$ cat src/rtl/breath_pwm_multi.sv
// Multi-channel breathing-LED PWM: prescaled tick, shared PWM period counter,
// triangle/sawtooth duty ramp and per-channel inversion.
module breath_pwm_multi #(
  parameter int CH      = 4,
  parameter int CLK_DIV = 50,
  parameter int PERIOD  = 1000,
  parameter int STEP    = 1,
  parameter int W       = 11
) (
  input  logic          clk,
  input  logic          rst_n,
  input  logic          en,
  input  logic [1:0]    mode,
  input  logic [CH-1:0] inv_mask,
  input  logic          hold,
  output logic [CH-1:0] pwm_out,
  output logic [W-1:0]  level,
  output logic          dir,
  output logic          cycle_done
);

  localparam int PW = (CLK_DIV > 1) ? $clog2(CLK_DIV) : 1;

  localparam logic [PW-1:0] PRE_LAST = PW'(CLK_DIV - 1);
  localparam logic [W-1:0]  PC_LAST  = W'(PERIOD - 1);
  localparam logic [W-1:0]  FULL     = W'(PERIOD);
  localparam logic [W-1:0]  STEP_W   = W'(STEP);
  localparam logic [W:0]    FULL_X   = {1'b0, FULL};

  localparam logic [1:0] MODE_OFF     = 2'b00;
  localparam logic [1:0] MODE_FULL    = 2'b01;
  localparam logic [1:0] MODE_BREATHE = 2'b10;
  localparam logic [1:0] MODE_SAW     = 2'b11;

  typedef enum logic {
    DIR_DOWN = 1'b0,
    DIR_UP   = 1'b1
  } ramp_dir_t;

  logic [PW-1:0] pre_r, pre_s;
  logic [W-1:0]  pc_r, pc_s;
  logic [W-1:0]  level_r, level_s;
  ramp_dir_t     dir_r, dir_s;
  logic          cycle_done_r, cycle_done_s;
  logic [CH-1:0] pwm_r, pwm_s;

  logic          tick_s;
  logic          pend_s;
  logic          raw_s;
  logic [W:0]    up_sum_s;

  // prescaler and PWM period counter, cleared while disabled
  always_comb begin
    tick_s = en && (pre_r == PRE_LAST);
    pend_s = tick_s && (pc_r == PC_LAST);
    pre_s  = pre_r;
    pc_s   = pc_r;
    if (!en) begin
      pre_s = '0;
      pc_s  = '0;
    end else if (tick_s) begin
      pre_s = '0;
      if (pend_s) begin
        pc_s = '0;
      end else begin
        pc_s = pc_r + W'(1);
      end
    end else begin
      pre_s = pre_r + PW'(1);
      pc_s  = pc_r;
    end
  end

  // duty ramp and ramp direction state; one extra bit keeps level+STEP exact
  always_comb begin
    up_sum_s     = {1'b0, level_r} + {1'b0, STEP_W};
    level_s      = level_r;
    dir_s        = dir_r;
    cycle_done_s = 1'b0;
    if (!en) begin
      level_s = '0;
      dir_s   = DIR_UP;
    end else if (pend_s && !hold && mode[1]) begin
      case (mode)
        MODE_BREATHE: begin
          case (dir_r)
            DIR_UP: begin
              if (up_sum_s >= FULL_X) begin
                level_s = FULL;
                dir_s   = DIR_DOWN;
              end else begin
                level_s = up_sum_s[W-1:0];
              end
            end
            DIR_DOWN: begin
              if (level_r <= STEP_W) begin
                level_s      = '0;
                dir_s        = DIR_UP;
                cycle_done_s = 1'b1;
              end else begin
                level_s = level_r - STEP_W;
              end
            end
            default: begin
              level_s = level_r;
              dir_s   = DIR_UP;
            end
          endcase
        end
        MODE_SAW: begin
          dir_s = DIR_UP;
          if (level_r == FULL) begin
            level_s      = '0;
            cycle_done_s = 1'b1;
          end else if (up_sum_s > FULL_X) begin
            level_s = FULL;
          end else begin
            level_s = up_sum_s[W-1:0];
          end
        end
        default: begin
          level_s = level_r;
          dir_s   = dir_r;
        end
      endcase
    end else begin
      level_s = level_r;
      dir_s   = dir_r;
    end
  end

  // raw compare and per-channel output; off mode and disable override inversion
  always_comb begin
    case (mode)
      MODE_OFF:  raw_s = 1'b0;
      MODE_FULL: raw_s = 1'b1;
      default:   raw_s = (pc_r < level_r);
    endcase
    if (en && (mode != MODE_OFF)) begin
      pwm_s = {CH{raw_s}} ^ inv_mask;
    end else begin
      pwm_s = '0;
    end
  end

  // state and output registers
  always_ff @(posedge clk or negedge rst_n) begin
    if (!rst_n) begin
      pre_r        <= '0;
      pc_r         <= '0;
      level_r      <= '0;
      dir_r        <= DIR_UP;
      cycle_done_r <= 1'b0;
      pwm_r        <= '0;
    end else begin
      pre_r        <= pre_s;
      pc_r         <= pc_s;
      level_r      <= level_s;
      dir_r        <= dir_s;
      cycle_done_r <= cycle_done_s;
      pwm_r        <= pwm_s;
    end
  end

  assign pwm_out    = pwm_r;
  assign level      = level_r;
  assign dir        = dir_r;
  assign cycle_done = cycle_done_r;

endmodule

$ cat config.mk
export PLATFORM = sky130hd
export DESIGN_NAME = breath_pwm_multi
export DESIGN_NICKNAME = d
export VERILOG_FILES = /design/src/rtl/breath_pwm_multi.sv
export SDC_FILE = /design/constraint.sdc
export NUM_CORES = 1
export LEC_CHECK = 0
export ABC_AREA = 1
export BUFFER_PORTS_ARGS = -buffer_cell sky130_fd_sc_hd__buf_2
export CORE_ASPECT_RATIO = 0.9
export CORE_UTILIZATION = 54
export CTS_CLUSTER_SIZE = 25
export DETAILED_ROUTE_END_ITERATION = 7
export PLACE_DENSITY = 0.76
export SLEW_MARGIN = 20
export SYNTH_ARGS = -nofsm -noshare
export SYNTH_HDL_FRONTEND = slang
export SYNTH_SLANG_ARGS = --single-unit
$ cat constraint.sdc
create_clock -name clk -period 1.7 [get_ports clk]
set_input_delay 0.255 -clock clk [delete_from_list [all_inputs] [get_ports clk]]
set_output_delay 0.255 -clock clk [all_outputs]
set_load 0.005 [all_outputs]
==> results.yml, run 1 <==
setup_path:
  worst_setup_path_end_kind: "register"
  cp_slowest_cell: "dfrtp_2"
  crit_start: "level[1]"
  critPathBufInv: 3
  worstPathArrival_ns: 2.36
  slowest_delay_ns: 0.47
  critPathTopFamily: "simple AND/OR/NAND/NOR gates"
  reg2reg_from: "level[1]"
  r2r_setup_slack_ns: -0.48
  crit_path_frequent_cell: "nand2_1"
  endpoint: "level[1]"
  path_cells: "buf_4, nor2_1, nand2_1, inv_1, nand2_1, nand2_2, inv_1, nand2_1, nand2_1, nand2_1, nand2_1, nand2_1, nand2_1"
  r2r_cells: 13
  critPathLaunchType: "register"
  crit_cells: 13
  crit_required_ns: 1.88
  worst-path-max-fanout: 6
  critPathKind: "register to register"
  rr_endpoint: "level[1]"
yosys:
  synth_seq_cells: 34
  synth.mux.area_fraction: 0
  ys_types: 34
  synthAdderAreaFrac: 0.0690
  synthesis.area_sq_um: 2900
  synth_fp_nets: 455
  synth-compound-area-share: 0.102
  postSynthCellCount: 429
  synth_top_family_by_area: "simple AND/OR/NAND/NOR gates"
  synth-xor-area-share: 0.0393
  yosysWarnings: 0
  ys_seq_area_frac: 0.294
  synth-simple-area-share: 0.407
  avgSynthCellArea_sq_um: 6.76
status:
  violations: "negative setup slack"
  status: "complete, but fails checks"
floorplan:
  row_count: 24
  die_w_microns: 79.3
  die_y_microns: 71.5
  coreArea_sq_um: 5010
  dieArea_sq_um: 5670
  pin_count: 27
  start_util: 0.578
finish:
  layout_commonest_cell: "nand2_1"
  finalInstanceArea_sq_um: 4370
  fill_cells: 232
  final_cell_mix: "nand2_1 (107), buf_4 (97), inv_1 (39)"
  diodes: 0
  finalNetCount: 584
  drive_gt1_frac: 0.479
  area_growth_pct: 50.7
sta:
  setup_ws_ns: -0.483
  period_needed_ns: 2.18
  hold_viol: 0
  maxSlewHeadroom: 0.507
  rsz0062_at_grt: "true"
  timing.fmax_mhz: 458
  setup_viol: 18
  worst_slew_pin_slew_ns: 0.732
  finalCritPeriodShare: 1.28
  fin_skew_ns: 0.0146
  slew_violations: 0
drt:
  firstDrtPassIters: 8
  routed_wl_mm: 12.6
  num_vias: 3862
  drc: 0
  wire_per_inst_microns: 20.2
  drt_iter0_drc: 595
  vias_per_cell: 6.19
  drt.antenna.violating_nets: 0
placement:
  place.gp.congestion: 1.03
  port_buffers: 26
  place_area_sq_um: 3750
  post-dp-hpwl_mm: 7.03
global_route:
  grt_remaining_overflow: 0
  grt_first_pass_wirelength_mm: 16.2
  grt_use_total: 0.379
  grt_max_degree: 35
  grt_pass1_vias: 3422
  antenna_found_initial: 0
worst_hold_path:
  hp-class: "input pin to register"
power_and_ir_drop:
  cellLeakagePower_nw: 2.26
  ir_worst_vdd_mv: 0.373
  powerDensity_nw_per_um2: 371
  finalPower_mw: 1.62
cts:
  cts_buffers: 5
  cts.sinks: 34
  htreeDepth: 2
  cts_root_buf: "clkbuf_8"
  cts_max_path_buffers: 2
  clk_pin_slew_ns: 0.08
  cts_tree: "done"
  clock_latency_ns: 0.30
flow_run:
  drv_cap: 0
## flip-flops by register name (all words and copies together) (netlist names)
| name | cells |
|---|---|
| cycle_done | 1 |
| dir | 1 |
| level | 11 |
| pc_r | 11 |
| pre_r | 6 |
| pwm_out | 4 |
## worst min-delay path, cell delays in order
cell	delay, ns
buf_2	0.12
nand3_2	0.07
a21oi_2	0.05
## timing repair
item	CTS	global route
endpoints found under the setup margin	18	23
hold buffers	1	0
pin swaps	14	13
setup buffers	9	6
endpoints found under the hold margin	8	0
resized for setup	45	62
## cells by family after synthesis
kind of cell | Yosys count
AND/OR/NAND/NOR | 253
XOR/XNOR | 13
adder cells (fa/ha/maj) | 16
flip-flops | 34
AO/OA/AOI/OAI | 53
buffers and inverters | 60
## cells in the mapped netlist
library cell,n,share of area
nor4_1,1,0.0022
inv_2,4,0.0052
nand4_2,2,0.0086
ha_1,16,0.069
a211oi_1,1,0.0026
buf_4,3,0.0078
o21ai_0,19,0.033
nand3_1,30,0.052
buf_6,1,0.0039
nor2_4,5,0.019
nor2_2,5,0.011
nand4_1,5,0.011
dfstp_2,1,0.0091
o22ai_1,4,0.0086
nand2_2,17,0.037
o21ai_1,3,0.0052
nor2_1,38,0.049
clkbuf_1,1,0.0013
buf_2,3,0.0052
o2111ai_1,1,0.0030
xor2_1,12,0.036
a31oi_1,2,0.0043
nand3_2,9,0.031
xnor2_1,1,0.0030
clkinv_1,1,0.0013
o31ai_1,3,0.0078
inv_1,46,0.060
a32o_1,1,0.0035
a21oi_1,18,0.031
clkbuf_8,1,0.0047
nor3_1,10,0.017
dfrtp_1,33,0.28
o32ai_1,1,0.0030
nand2_1,131,0.17
## where the power goes
group	switching, mW	total (mW)	internal [mW]
clock network	0.333	0.659	0.326
logic	0.0911	0.140	0.0486
registers	0.00458	0.824	0.819
## worst min-delay path by stage
stage,depth (start not counted),from,endpoint
after floorplan,0,rst_n,cycle_done
after global placement,2,rst_n,level[8]
after detailed placement,2,rst_n,level[8]
after CTS,3,inv_mask[2],pwm_out[2]
after global routing,3,inv_mask[3],pwm_out[3]
final,3,inv_mask[3],pwm_out[3]
## through the flow
| stage | worst slack, ns | util | hold WS, ns | setup TNS (ns) | std cells |
|---|---|---|---|---|---|
| floorplan | 0.0000668 | - | -0.0406 | 0 | 429 |
| global placement | -0.232 | 0.749 | 0.316 | -2.94 | 600 |
| detailed placement | -0.293 | 0.749 | 0.315 | -3.77 | 600 |
| CTS | -0.180 | 0.819 | 0.209 | -1.97 | 618 |
| global route | -0.531 | 0.872 | 0.221 | -6.86 | 624 |
| finish | -0.483 | 0.872 | 0.221 | -5.01 | 624 |
## final cells by class
cell class                 instances  area (sq um)  share of cell area
clock buffer                       6          82.6              0.0189
clock inverter                     2          12.5             0.00286
inverter                          51           196              0.0449
multi-input combinational        335          2180               0.498
sequential                        34           866               0.198
tap                               65          81.3              0.0186
timing repair buffer             131           956               0.219
## layer usage
metal	global-route usage	share of wire
met5	0	0
met4	0.184	0.079
met3	0.0854	0.13
met2	0.605	0.44
met1	0.486	0.35
No activity file was read; power rests on OpenSTA's default activity.
==> run 2, diff against run 1 <==
--- a/config.mk
+++ b/config.mk
@@ -7,10 +7,11 @@
 export LEC_CHECK = 0
 export ABC_AREA = 1
 export BUFFER_PORTS_ARGS = -buffer_cell sky130_fd_sc_hd__buf_2
+export CAP_MARGIN = 25
 export CORE_ASPECT_RATIO = 0.9
 export CORE_UTILIZATION = 54
-export CTS_CLUSTER_SIZE = 25
 export DETAILED_ROUTE_END_ITERATION = 7
+export MAX_ROUTING_LAYER = met4
 export PLACE_DENSITY = 0.76
 export SLEW_MARGIN = 20
 export SYNTH_ARGS = -nofsm -noshare
==> results.yml, run 2 (synthesized netlist as in run 1, its figures left out) <==
sta:
  setup_viol: 20
  finalCritPeriodShare: 1.28
  setup_ws_ns: -0.468
  timing.fmax_mhz: 461
  period_needed_ns: 2.17
  fin_worst_hold_slack_ns: -0.0176
  maxSlewHeadroom: 0.675
  hold_viol: 7
  worst_slew_pin_slew_ns: 0.488
  fin_skew_ns: 0.0125
  slew_violations: 0
  rsz0062_at_grt: "true"
finish:
  finalNetCount: 586
  diodes: 0
  fill_cells: 257
  drive_gt1_frac: 0.424
  area_growth_pct: 47.9
  final_cell_mix: "nand2_1 (119), buf_4 (102), inv_1 (43)"
  fin_util: 0.856
  finalInstanceArea_sq_um: 4290
  layout_commonest_cell: "nand2_1"
drt:
  drt.antenna.violating_nets: 0
  routed_wl_mm: 13.0
  wire_per_inst_microns: 20.8
  vias_per_cell: 6.48
  drt_iter0_drc: 785
  firstDrtPassIters: 8
  num_vias: 4054
  drc: 45
setup_path:
  worstPathArrival_ns: 2.40
  endpoint: "level[1]"
  rr_endpoint: "level[1]"
  reg2reg_from: "level[3]"
  r2r_cells: 15
  crit_required_ns: 1.94
  r2r_setup_slack_ns: -0.47
  worst_setup_path_end_kind: "register"
  critPathLaunchType: "register"
  worst-path-max-fanout: 6
  critPathKind: "register to register"
  crit_start: "level[3]"
power_and_ir_drop:
  powerDensity_nw_per_um2: 414
  cellLeakagePower_nw: 2.26
  ir_worst_vdd_mv: 0.542
placement:
  place_area_sq_um: 3770
  place_ws_ns: -0.310
  port_buffers: 26
  post-dp-hpwl_mm: 7.38
  place.gp.congestion: 1.02
floorplan:
  pin_count: 27
  die_w_microns: 79.3
  row_count: 24
  die_y_microns: 71.5
  start_util: 0.578
  coreArea_sq_um: 5010
  dieArea_sq_um: 5670
global_route:
  antenna_found_initial: 0
  grt_first_pass_wirelength_mm: 16.1
  grt_pass1_vias: 3438
  grt_use_total: 0.388
  grt_max_degree: 35
  grt_remaining_overflow: 0
cts:
  cts_max_path_buffers: 2
  cts_tree: "done"
  clock_latency_ns: 0.31
  cts.sinks: 34
  clk_pin_slew_ns: 0.09
  cts_root_buf: "clkbuf_8"
  postCtsHoldBufs: 0
  cts_buffers: 5
  htreeDepth: 2
worst_hold_path:
  hp-class: "input pin to asynchronous set/reset pin"
status:
  violations: "design-rule violations, negative hold slack, negative setup slack"
  status: "complete, but fails checks"
flow_run:
  drv_cap: 0
==> run 2: cell types whose count changed in the layout (fill, tap and decap cells not counted), moves of 5 or more <==
| cell | delta |
|---|---|
| a21oi_1 | +6 |
| nand3_2 | -5 |
| buf_4 | +5 |
| nand2_2 | -13 |
| nand2_1 | +12 |
| a21oi_2 | -6 |
==> run 2: critical path: stages (launching register included) <==
cell and delay [ns]:
dfrtp_2 0.53, nand2_4 0.13, nor2_4 0.15, nand2_2 0.06
nand2_2 0.06, nand2_2 0.11, inv_2 0.09, nand2_1 0.09
buf_4 0.15, nor3_1 0.18, nand2_1 0.16, nand3_4 0.13
nand2_2 0.06, inv_1 0.09, nand2_1 0.06, nand2_1 0.05
==> run 2: worst min-delay path by stage <==
stage,endpoint,start,cells past startpoint
after floorplan,cycle_done,rst_n,0
after global placement,level[9],rst_n,2
after detailed placement,level[7],rst_n,2
after CTS,level[9],rst_n,2
after global routing,pc_r[3],rst_n,2
final,pc_r[3],rst_n,2
==> run 2: repair_timing <==
item | CTS | global route
resized for setup | 29 | 45
setup buffers | 3 | 13
pin swaps | 12 | 19
endpoints found under the setup margin | 20 | 20
==> run 2: routing by layer <==
layer	vias up	track usage	wire (microns)
li1	1644	-	-
met1	1872	0.475	4590
met2	388	0.614	5530
met3	150	0.0892	1900
met4	0	0.164	977
met5	-	-	0
==> run 2: final cells by class <==
cell class	instances	area, sq um	share of cell area
clock buffers	7	86.3	0.0201
clock inverters	1	30.0	0.00700
inverters	51	194	0.0452
multi-input cells	335	2080	0.485
flip-flops and latches	34	863	0.201
well taps	65	81.3	0.0190
repair buffers	133	955	0.223
==> run 2: stage by stage <==
step / power [mW] / cells / TNS (ns)
5_1_grt: 1.81 / 626 / -8.12
3_5_place_dp: 0.956 / 602 / -4.16
2_1_floorplan: 0.890 / 429 / 0
6_report: 1.78 / 626 / -6.21
4_1_cts: 1.73 / 613 / -2.77
3_3_place_gp: 0.953 / 602 / -3.71
==> run 2: where the power goes <==
group,total (mW),switching [mW],internal (mW)
Combinational,0.126,0.0828,0.0436
Sequential,0.823,0.00403,0.819
Clock,0.829,0.350,0.479
